--- src/rtl/pipe_idex_reg.sv ---
// ID/EX pipeline register: operand forwarding and immediate/shift-amount muxing in ID,
// registered EX contents with stall hold, flush/invalid bubbles, and saturating event counters.
module pipe_idex_reg #(
   parameter int unsigned CNT_W = 16
) (
   input  logic             clock,
   input  logic             resetn,
   input  logic             stall,
   input  logic             flush,
   input  logic             d_valid,
   input  logic [31:0]      d_qa,
   input  logic [31:0]      d_qb,
   input  logic [31:0]      d_imm,
   input  logic [4:0]       d_sa,
   input  logic [4:0]       d_rn,
   input  logic [31:0]      d_pc4,
   input  logic [3:0]       d_aluc,
   input  logic             d_aluimm,
   input  logic             d_shift,
   input  logic             d_wreg,
   input  logic             d_m2reg,
   input  logic             d_wmem,
   input  logic             d_jal,
   input  logic [1:0]       d_fwda,
   input  logic [1:0]       d_fwdb,
   input  logic [31:0]      ex_r,
   input  logic [31:0]      mem_r,
   input  logic [31:0]      mem_mo,
   output logic [31:0]      e_a,
   output logic [31:0]      e_b,
   output logic [3:0]       e_aluc,
   output logic [31:0]      e_sdata,
   output logic [4:0]       e_rn,
   output logic [31:0]      e_pc8,
   output logic             e_valid,
   output logic             e_wreg,
   output logic             e_m2reg,
   output logic             e_wmem,
   output logic             e_jal,
   output logic [CNT_W-1:0] stall_cnt,
   output logic [CNT_W-1:0] bubble_cnt
);

   logic [31:0] fa;
   logic [31:0] fb;
   logic        load_bubble;
   logic        count_stall;

   always_comb begin
      fa = d_qa;
      case (d_fwda)
         2'b01:   fa = ex_r;
         2'b10:   fa = mem_r;
         2'b11:   fa = mem_mo;
         default: fa = d_qa;
      endcase
   end

   always_comb begin
      fb = d_qb;
      case (d_fwdb)
         2'b01:   fb = ex_r;
         2'b10:   fb = mem_r;
         2'b11:   fb = mem_mo;
         default: fb = d_qb;
      endcase
   end

   // Flush wins over stall; an unstalled load of an empty ID slot is also a bubble.
   assign load_bubble = flush | (~stall & ~d_valid);
   assign count_stall = stall & ~flush;

   always_ff @(posedge clock or negedge resetn) begin
      if (!resetn) begin
         e_a     <= '0;
         e_b     <= '0;
         e_aluc  <= '0;
         e_sdata <= '0;
         e_rn    <= '0;
         e_pc8   <= '0;
         e_valid <= 1'b0;
         e_wreg  <= 1'b0;
         e_m2reg <= 1'b0;
         e_wmem  <= 1'b0;
         e_jal   <= 1'b0;
      end else if (load_bubble) begin
         e_a     <= '0;
         e_b     <= '0;
         e_aluc  <= '0;
         e_sdata <= '0;
         e_rn    <= '0;
         e_pc8   <= '0;
         e_valid <= 1'b0;
         e_wreg  <= 1'b0;
         e_m2reg <= 1'b0;
         e_wmem  <= 1'b0;
         e_jal   <= 1'b0;
      end else if (!stall) begin
         e_a     <= d_shift ? {27'd0, d_sa} : fa;
         e_b     <= d_aluimm ? d_imm : fb;
         e_aluc  <= d_aluc;
         e_sdata <= fb;
         e_rn    <= d_rn;
         e_pc8   <= d_pc4 + 32'd4;
         e_valid <= 1'b1;
         e_wreg  <= d_wreg;
         e_m2reg <= d_m2reg;
         e_wmem  <= d_wmem;
         e_jal   <= d_jal;
      end
   end

   always_ff @(posedge clock or negedge resetn) begin
      if (!resetn) begin
         stall_cnt  <= '0;
         bubble_cnt <= '0;
      end else begin
         if (count_stall && stall_cnt != '1)
            stall_cnt <= stall_cnt + CNT_W'(1);
         if (load_bubble && bubble_cnt != '1)
            bubble_cnt <= bubble_cnt + CNT_W'(1);
      end
   end

endmodule
--- config.mk ---
export PLATFORM = sky130hd
export DESIGN_NAME = pipe_idex_reg
export DESIGN_NICKNAME = d
export VERILOG_FILES = /design/src/rtl/pipe_idex_reg.sv
export SDC_FILE = /design/constraint.sdc
export NUM_CORES = 1
export LEC_CHECK = 0
export ABC_CLOCK_PERIOD_IN_PS = 2750
export CORE_AREA = 2 2 167 169
export CTS_CLUSTER_SIZE = 10
export DETAILED_ROUTE_END_ITERATION = 10
export DIE_AREA = 0 0 169 171
export GPL_TIMING_DRIVEN = 1
export HOLD_SLACK_MARGIN = 0.05
export PLACE_DENSITY = 0.7
export SETUP_SLACK_MARGIN = 0.2
export SLEW_MARGIN = 30
export SYNTH_ARGS = -nofsm -noshare
export SYNTH_HDL_FRONTEND = slang
export SYNTH_SLANG_ARGS = --single-unit
--- constraint.sdc ---
create_clock -name clock -period 2.75 [get_ports clock]
set_clock_uncertainty 0.2 [all_clocks]
set_input_delay 0.6875 -clock clock [delete_from_list [all_inputs] [get_ports clock]]
set_output_delay 0.6875 -clock clock [all_outputs]
set_load 0.1 [all_outputs]
==> metrics.md, run 1 <==
| Metric | Value |
|---|---|
| Required @ worst endpoint | `2.86 ns` |
| Layout cells sized above 1 | `0.291` |
| Worst Reg-to-Reg Cells | `5` |
| Final WL | `32800 µm` |
| Via count | `7815` |
| Hold Crit Class | `in2async` |
| Placeable Area | `27300 µm²` |
| CTS tree | `done` |
| Initial DRC Count | `461` |
| Mapped Cells | `720` |
| Syn_nets | `976` |
| Clock Latency Late Sink | `0.42 ns` |
| Reg2Reg Setup Slack | `0.71 ns` |
| Clk buf depth | `2` |
| Max VDD drop | `342 µV` |
| IO Pins | `427` |
| Clk pin slew, worst setup/hold paths | `0.08 ns` |
| Maximum clock rate | `446 MHz` |
| Width of the die | `169 µm` |
| CTS Buf Count | `17` |
| Fin crit share | `0.814` |
| Max-cap violations | `0` |
| Cts hold-fix bufs | `0` |
| Initial Util | `0.328` |
| Number of global-route vias before repair | `8148` |
| Number of placement rows | `61` |
| Die ar. | `28900 µm²` |
| Fin. Hold Viols | `0` |
| ANT nets after route | `0` |
| Setup Viol. Count Final | `0` |
| Clock root buffer | `clkbuf_16` |
| Crit. End Element | `flip-flop` |
| Initial antenna violation count | `6` |
| First-pass GRT wire length | `48900 µm` |
| Critical path class | `in2reg` |
| Mapped cell area | `8970 µm²` |
| Reg-to-reg startpoint | `bubble_cnt[0]$_DFFE_PN0P_` |
| Commonest non-fill, non-tap cell in the layout | `clkdlybuf4s50_1` |
| Yosys cell types | `45` |
| Setup TNS | `0 ns` |
| Count of pins over their slew limit | `0` |
| IO buf count | `426` |
| Layout net count | `1402` |
| DRT Pass-1 Iters | `5` |
| Drt wl/cell | `21.7 µm` |
| Most frequent cells in the layout | `clkdlybuf4s50_1 (246), buf_4 (192), dfrtp_1 (172)` |
| Syn-to-layout area delta | `56.3%` |
| DRC | `0` |
| Crit-path max FO | `9` |
| Tot GR Track Use | `0.223` |
| Syn Area/Cell | `12.5 µm²` |
| Seq/Total Area, Yosys | `0.485` |
| Power, Total | `8.24 mW` |
| P per Cell Area | `587 nW/µm²` |
| Sink Count | `174` |
| Final min period | `2.24 ns` |
| CTS-repair resized insts | `0` |
| Static Leak | `6.27 nW` |
| RSZ-0062 raised after global routing | `false` |
| Status | `completed` |
| RR Endpoint | `bubble_cnt[1]$_DFFE_PN0P_` |
| Worst setup SP type | `primary input` |
| # H-tree levels | `4` |
| Total grt overflow | `0` |
| Vias/cell | `5.18` |
| Worst slew margin | `0.584` |
| Die height | `171 µm` |
| Setup Buffers After CTS | `0` |
| Yosys reg bits | `174` |
| Worst slew pin tran | `0.624 ns` |
| Synth warn | `0` |
| Hpwl dp | `24800 µm` |
| Crit path DAT | `2.35 ns` |
| Routability cong. | `0.813` |
| Largest net degree at the start of global routing | `60` |
==> power breakdown <==
part	internal, mW	switching [mW]
registers	2.73	0.182
logic	0.907	1.87
clock network	1.32	1.23
total	4.96	3.28
==> sequential cells by signal (all words and copies together) (netlist names) <==
register    cells
e_valid         1
e_m2reg         1
e_b            32
e_aluc          4
e_jal           1
e_rn            5
e_a            32
e_wmem          1
e_pc8          32
stall_cnt      16
e_sdata        32
bubble_cnt     16
e_wreg          1
==> worst max path at each step <==
stage / endpoint / cells after the start / from / slack, ns
global route: e_pc8[28]$_DFFE_PN0P_ / 7 / d_pc4[2] / 0.46
finish: e_pc8[26]$_DFFE_PN0P_ / 7 / d_pc4[2] / 0.51
detailed placement: e_pc8[26]$_DFFE_PN0P_ / 7 / d_pc4[2] / 0.09
floorplan: stall_cnt[4]$_DFFE_PN0P_ / 6 / stall_cnt[0]$_DFFE_PN0P_ / 0.20
CTS: e_pc8[26]$_DFFE_PN0P_ / 7 / d_pc4[2] / 0.52
global placement: e_pc8[30]$_DFFE_PN0P_ / 7 / d_pc4[2] / 0.11
==> synth_stat cells, drive strengths merged <==
library cell / count / area (µm²)
mux4: 64 / 1440
and2: 1 / 6.26
o211ai: 2 / 15.0
o2111ai: 1 / 8.76
mux2i: 38 / 380
nor3: 15 / 91.3
nand3: 15 / 87.6
or3: 1 / 11.3
a22o: 75 / 657
nand2: 90 / 338
o21ai: 66 / 345
xor2: 16 / 140
nor3b: 1 / 12.5
nand4: 17 / 151
ha: 3 / 37.5
or2: 1 / 6.26
nor4: 3 / 40.0
nor2b: 1 / 6.26
and4: 8 / 76.3
o21ba: 1 / 10.0
mux2: 2 / 22.5
and3: 5 / 32.5
xnor2: 40 / 350
a41oi: 1 / 16.3
dfrtp: 174 / 4350
buf: 26 / 126
nor2: 20 / 77.6
a21oi: 1 / 8.76
nand2b: 1 / 6.26
clkbuf: 24 / 90.1
inv: 7 / 26.3
==> through the flow <==
stage	instance area (µm²)	setup WS (ns)	cells	utilization	hold slack [ns]
floorplan	8980	0.200	720	-	0.192
global route	14000	0.458	1508	0.513	0.0893
finish	14000	0.510	1509	0.513	0.0475
detailed placement	13400	0.0867	1473	0.491	0.271
CTS	14000	0.525	1505	0.513	0.0664
global placement	13400	0.112	1473	0.491	0.264
==> final cells by class <==
cell class	count	area [µm²]
Clock inverter	15	190
Tap cell	346	433
Inverter	7	26.3
Fill cell	2429	13300
Multi-Input combinational cell	489	4390
Sequential cell	174	4360
Timing Repair Buffer	457	4200
Clock buffer	17	425
Antenna cell	4	10.0
==> metal layers <==
metal | global-route usage | share of wire | wire [µm] | up-vias
met5 | 0 | 0.00049 | 16 | -
met2 | 0.378 | 0.50 | 16500 | 313
met1 | 0.272 | 0.40 | 13100 | 3911
met4 | 0.0695 | 0.015 | 476 | 2
met3 | 0.0731 | 0.083 | 2720 | 30
li1 | - | - | - | 3559
==> worst max-delay path, stage by stage <==
cell	delay (ns)
clkdlybuf4s50_1	0.53
ha_1	0.19
and4_4	0.27
nand3_4	0.17
nor3_1	0.26
xnor2_1	0.17
o21ai_2	0.06
==> cell families after synthesis <==
logic type               Yosys count  synth area share
buffers and inverters             57            0.0271
flip-flops                       174             0.485
XOR/XNOR                          56            0.0547
AO/OA/AOI/OAI                    147             0.118
multiplexers                     104             0.206
AND/OR/NAND/NOR                  179             0.105
adder cells (fa/ha/maj)            3           0.00418
Power figures use the tool's default switching activity.
==> run 2, diff against run 1 <==
ABC_CLOCK_PERIOD_IN_PS = 2200   (was 2750)
CORE_AREA = 2 2 168 170   (was 2 2 167 169)
DIE_AREA = 0 0 170 172   (was 0 0 169 171)
clock period = 2.2 ns   (was 2.75 ns; I/O delays follow)
==> metrics.md, run 2 (same netlist as run 1, synthesis figures left out) <==
| Metric | Value |
|---|---|
| Status | `completed` |
| P per Cell Area | `656 nW/µm²` |
| IO buf count | `426` |
| Most frequent cells in the layout | `clkdlybuf4s50_1 (241), buf_12 (192), dfrtp_1 (142)` |
| Layout net count | `1440` |
| Clock Latency Late Sink | `0.42 ns` |
| Hold Crit Class | `in2reg` |
| Via count | `8125` |
| Commonest non-fill, non-tap cell in the layout | `clkdlybuf4s50_1` |
| Slowest CP cell | `clkdlybuf4s50_1` |
| Initial DRC Count | `540` |
| Width of the die | `170 µm` |
| Crit-path cells | `clkdlybuf4s50_1 > and4_4 > nand4_4 > nor3_1 > xnor2_1 > o21ai_0` |
| Syn-to-layout area delta | `85.6%` |
| Maximum clock rate | `500 MHz` |
| Fin worst setup slack | `0.199 ns` |
| Reg area | `4410 µm²` |
| Sink Count | `174` |
| Die height | `172 µm` |
| Reg-to-reg startpoint | `stall_cnt[0]$_DFFE_PN0P_` |
| Tot GR Track Use | `0.242` |
| CTS Buf Count | `17` |
| Multi-input logic area | `4470 µm²` |
| Max-cap violations | `0` |
| Setup Viol. Count Final | `0` |
| CTS tree | `done` |
| Final WL | `35300 µm` |
| HP Start | `d_pc4[2]` |
| Fin. Hold Viols | `0` |
| Crit path largest cell delay | `0.50 ns` |
| Final min period | `2.00 ns` |
| Total grt overflow | `0` |
| Largest net degree at the start of global routing | `68` |
| Critical path class | `in2reg` |
| Required @ worst endpoint | `2.29 ns` |
| Fin crit share | `0.909` |
| Max VDD drop | `432 µV` |
| Worst setup SP type | `primary input` |
| Clk buf depth | `2` |
| Worst slew pin tran | `0.390 ns` |
| Clock root buffer | `clkbuf_16` |
| Worst slew margin | `0.740` |
| Critical Path Source | `d_pc4[9]` |
| Initial Util | `0.327` |
| # H-tree levels | `4` |
| Count of pins over their slew limit | `0` |
| Crit path DAT | `2.09 ns` |
| Clk pin slew, worst setup/hold paths | `0.07 ns` |
| Crit. End Element | `flip-flop` |
| Vias/cell | `5.26` |
| Placeable Area | `27500 µm²` |
| Static Leak | `6.98 nW` |
| Number of placement rows | `61` |
| DRC | `0` |
| Initial antenna violation count | `6` |
| Die ar. | `29200 µm²` |
| DRT Pass-1 Iters | `4` |
| Layout cells sized above 1 | `0.345` |
| End-of-flow core utilization | `0.606` |
| RSZ-0062 raised after global routing | `true` |
| Crit-path max FO | `10` |
| Number of global-route vias before repair | `8797` |
| ANT nets after route | `0` |
| Routability cong. | `0.861` |
| IO Pins | `427` |
| Hpwl dp | `27500 µm` |
| First-pass GRT wire length | `52800 µm` |
| Filler cells | `2112` |
| Place WS | `-0.282 ns` |
| Drt wl/cell | `22.8 µm` |
==> run 2: report_power, final <==
part           switching [mW]  internal (mW)  leakage [nW]
Clock                    1.44           1.53         0.268
Combinational            2.36           1.75          4.39
Sequential              0.377           3.46          2.32
==> run 2: layer usage <==
metal  vias to the layer above  share of wire  wire length [µm]  track usage
li1                       3639              -                 -            -
met1                      4094           0.40             13900        0.294
met2                       336           0.50             17600        0.403
met3                        52          0.078              2740       0.0829
met4                         4          0.027               950       0.0829
met5                         -        0.00062                22            0
==> run 2: cell type report <==
| type | instances | area share |
|---|---|---|
| Antenna cell | 3 | 0.000451 |
| Timing Repair Buffer | 494 | 0.404 |
| Sequential cell | 174 | 0.265 |
| Multi-Input combinational cell | 490 | 0.268 |
| Clock buffer | 19 | 0.0266 |
| Tap cell | 346 | 0.0260 |
| Clock inverter | 13 | 0.00774 |
| Inverter | 7 | 0.00158 |
==> run 2: critical path, delay by kind of cell <==
family / cells / cell delay [ns]
AOI/OAI and AO/OA: 1 / 0.09
buffers and inverters: 1 / 0.50
xor gates and xnor gates: 1 / 0.15
and+or+nand+nor: 3 / 0.79
==> run 2: final timing paths <==
| kind | cells after the start | to | slack (ns) |
|---|---|---|---|
| max | 6 | e_pc8[29]$_DFFE_PN0P_ | 0.20 |
| min | 3 | e_pc8[2]$_DFFE_PN0P_ | 0.32 |
| max reg2reg | 6 | stall_cnt[4]$_DFFE_PN0P_ | 0.27 |
| min reg2reg | 1 | bubble_cnt[15]$_DFFE_PN0P_ | 0.32 |
| max in group asynchronous | 3 | e_b[24]$_DFFE_PN0P_ | 0.81 |
| min in group asynchronous | 2 | bubble_cnt[9]$_DFFE_PN0P_ | 0.36 |
==> run 2: per-stage QoR <==
step / setup TNS (ns) / power (mW) / cells / hold WS [ns] / area [µm²]
4_1_cts: 0 / 11.0 / 1543 / 0.324 / 16600
2_1_floorplan: 0 / 6.01 / 720 / 0.0544 / 9080
6_report: 0 / 10.9 / 1546 / 0.319 / 16700
3_3_place_gp: -12.38 / 7.98 / 1508 / 0.225 / 16000
5_1_grt: 0 / 11.3 / 1544 / 0.338 / 16700
3_5_place_dp: -16.36 / 8.01 / 1508 / 0.226 / 16000
==> run 2: repair_timing <==
item / in CTS / in global routing
endpoints found under the setup margin: 4 / 24
setup buffers: 1 / 0
pin swaps: 0 / 6
gates resized for setup: 0 / 13
endpoints found under the hold margin: 22 / 0
gates cloned: 1 / 0
hold buffers: 1 / 0
==> run 3, diff against run 2 <==
ABC_CLOCK_PERIOD_IN_PS = 1800   (was 2200)
CORE_AREA = 2 2 167 169   (was 2 2 168 170)
CTS_BUF_LIST = sky130_fd_sc_hd__clkbuf_8   (was unset)
DIE_AREA = 0 0 169 171   (was 0 0 170 172)
PLACE_DENSITY = 0.73   (was 0.7)
clock period = 1.8 ns   (was 2.2 ns; I/O delays follow)
==> metrics.md, run 3 (same netlist as run 1, synthesis figures left out) <==
| Metric | Value |
|---|---|
| Crit path largest cell delay | `0.47 ns` |
| Clock Latency Late Sink | `0.48 ns` |
| Multi-input logic area | `4830 µm²` |
| DRT Pass-1 Iters | `5` |
| Drt wl/cell | `23.6 µm` |
| Number of global-route vias before repair | `9621` |
| Setup TNS | `-5.38 ns` |
| Commonest non-fill, non-tap cell in the layout | `clkdlybuf4s50_1` |
| Critical path class | `reg2reg` |
| Post-layout instance count excluding filler cells | `1686` |
| Switching part of the total | `0.401` |
| Width of the die | `169 µm` |
| IO buf count | `426` |
| Crit-path cells | `buf_6 > ha_4 > nand4_1 > nor3_4 > a21oi_4 > and4_1 > xor2_1` |
| RSZ-0062 raised after global routing | `true` |
| First-pass GRT wire length | `57400 µm` |
| Number of placement rows | `61` |
| Setup Viol. Count Final | `53` |
| Max VDD drop | `548 µV` |
| Fin worst setup slack | `-0.235 ns` |
| Required @ worst endpoint | `1.96 ns` |
| ANT nets after route | `0` |
| CTS tree | `done` |
| Seq pwr share | `0.330` |
| Internal power | `8.23 mW` |
| Worst slew pin tran | `0.380 ns` |
| Maximum clock rate | `491 MHz` |
| Fin. Hold Viols | `0` |
| # H-tree levels | `4` |
| Initial Util | `0.328` |
| Violated checks | `negative setup slack` |
| Hpwl dp | `27000 µm` |
| Clk pin slew, worst setup/hold paths | `0.13 ns` |
| Die height | `171 µm` |
| Status | `finished, violations left` |
| Tot GR Track Use | `0.265` |
| Sink Count | `174` |
| Count of pins over their slew limit | `0` |
| Crit-path max FO | `5` |
| DP Area | `16400 µm²` |
| Static Leak | `7.87 nW` |
| Total grt overflow | `0` |
| Worst setup SP type | `flip-flop` |
| Worst slew margin | `0.746` |
| Placeable Area | `27300 µm²` |
| Psw | `5.51 mW` |
| Fin crit share | `1.13` |
| Place WS | `-0.628 ns` |
| Filler cells | `1879` |
| Max-cap violations | `0` |
| Largest net degree at the start of global routing | `59` |
| Clock root buffer | `clkbuf_8` |
| Reg area | `4450 µm²` |
| Final WL | `39800 µm` |
| Initial DRC Count | `428` |
| Hold Crit Class | `in2async` |
| IO Pins | `427` |
| Vias/cell | `5.31` |
| Die ar. | `28900 µm²` |
| Crit. End Element | `flip-flop` |
| Initial antenna violation count | `10` |
| Syn-to-layout area delta | `103%` |
| Clk network pwr share | `0.220` |
| Layout net count | `1576` |
| Crit path DAT | `2.20 ns` |
| Most frequent cells in the layout | `clkdlybuf4s50_1 (218), buf_12 (194), buf_4 (142)` |
| Final min period | `2.04 ns` |
| Via count | `8945` |
| Logic pwr share | `0.450` |
| Final instance area | `18200 µm²` |
| Layout cells sized above 1 | `0.446` |
| Clk buf depth | `2` |
| DRC | `0` |
| CTS Buf Count | `17` |
| Routability cong. | `0.984` |
| Placed cells | `1542` |
| P per Cell Area | `755 nW/µm²` |
| Slowest CP cell | `dfrtp_4` |
-- run 3: cell types whose count changed in the layout (fill, tap and decap cells not counted), moves of 14 or more --
cell and delta:
o21ai_1 +34, dfrtp_2 -14, clkbuf_8 +17, dfrtp_4 +15
buf_6 +31, dlygate4sd2_1 +18, clkbuf_16 -17, clkdlybuf4s50_1 -23
buf_4 +93, o21ai_0 -34
-- run 3: per-layer routing --
layer	up-vias	part of all wire	track usage
li1	3921	-	-
met1	4565	0.37	0.311
met2	378	0.51	0.452
met3	75	0.084	0.0856
met4	6	0.033	0.105
met5	-	0.00098	0
-- run 3: final timing paths --
path | from | to | slack, ns | cells after the start
max in group asynchronous | resetn | e_a[30]$_DFFE_PN0P_ | 0.51 | 4
min in group clock | d_pc4[14] | e_pc8[14]$_DFFE_PN0P_ | 0.23 | 4
worst min register to register | e_valid$_DFFE_PN0P_ | e_valid$_DFFE_PN0P_ | 0.35 | 2
worst min-delay path | resetn | stall_cnt[1]$_DFFE_PN0P_ | 0.20 | 2
worst max register to register | stall_cnt[0]$_DFFE_PN0P_ | stall_cnt[4]$_DFFE_PN0P_ | -0.24 | 7
worst max-delay path | stall_cnt[0]$_DFFE_PN0P_ | stall_cnt[4]$_DFFE_PN0P_ | -0.24 | 7
-- run 3: critical path, delay by kind of cell, from the launching register on --
kind            cells  cell delay, ns
compound gates      1            0.14
xor+xnor            1            0.14
buf+inv             1            0.11
simple gates        3            0.72
fa+ha+maj           1            0.12
flops               1            0.47
-- run 3: what timing repair did --
item	CTS	global route
setup endpoints to repair	343	329
cloned	8	0
hold endpoints to repair	122	0
buffers inserted	69	27
gates resized for setup	87	43
pin swaps	41	29
hold buffers	1	0
-- run 3: cell type report --
type                       instances  share of cell area
antenna                            7            0.000962
clock buffer                      17              0.0129
timing repair buffer             629               0.441
sequential                       174               0.245
multi-input combinational        491               0.265
clock inverter                    15              0.0103
inverter                           7             0.00144
tap                              346              0.0238
-- run 3: power groups by stage --
stage	Sequential, mW	Combinational (mW)	Clock [mW]
5_1_grt	4.57	6.37	3.27
3_5_place_dp	4.65	5.43	0
2_1_floorplan	6.52	0.934	0
4_1_cts	4.52	6.01	3.09
6_report	4.53	6.18	3.03
3_3_place_gp	4.63	5.36	0
-- run 3: stage by stage --
step | hold WS [ns] | util | power [mW]
after floorplan | -0.0456 | - | 7.45
after global placement | 0.149 | 0.601 | 9.98
after detailed placement | 0.153 | 0.601 | 10.1
after CTS | 0.172 | 0.652 | 13.6
after global routing | 0.177 | 0.666 | 14.2
final | 0.197 | 0.666 | 13.7
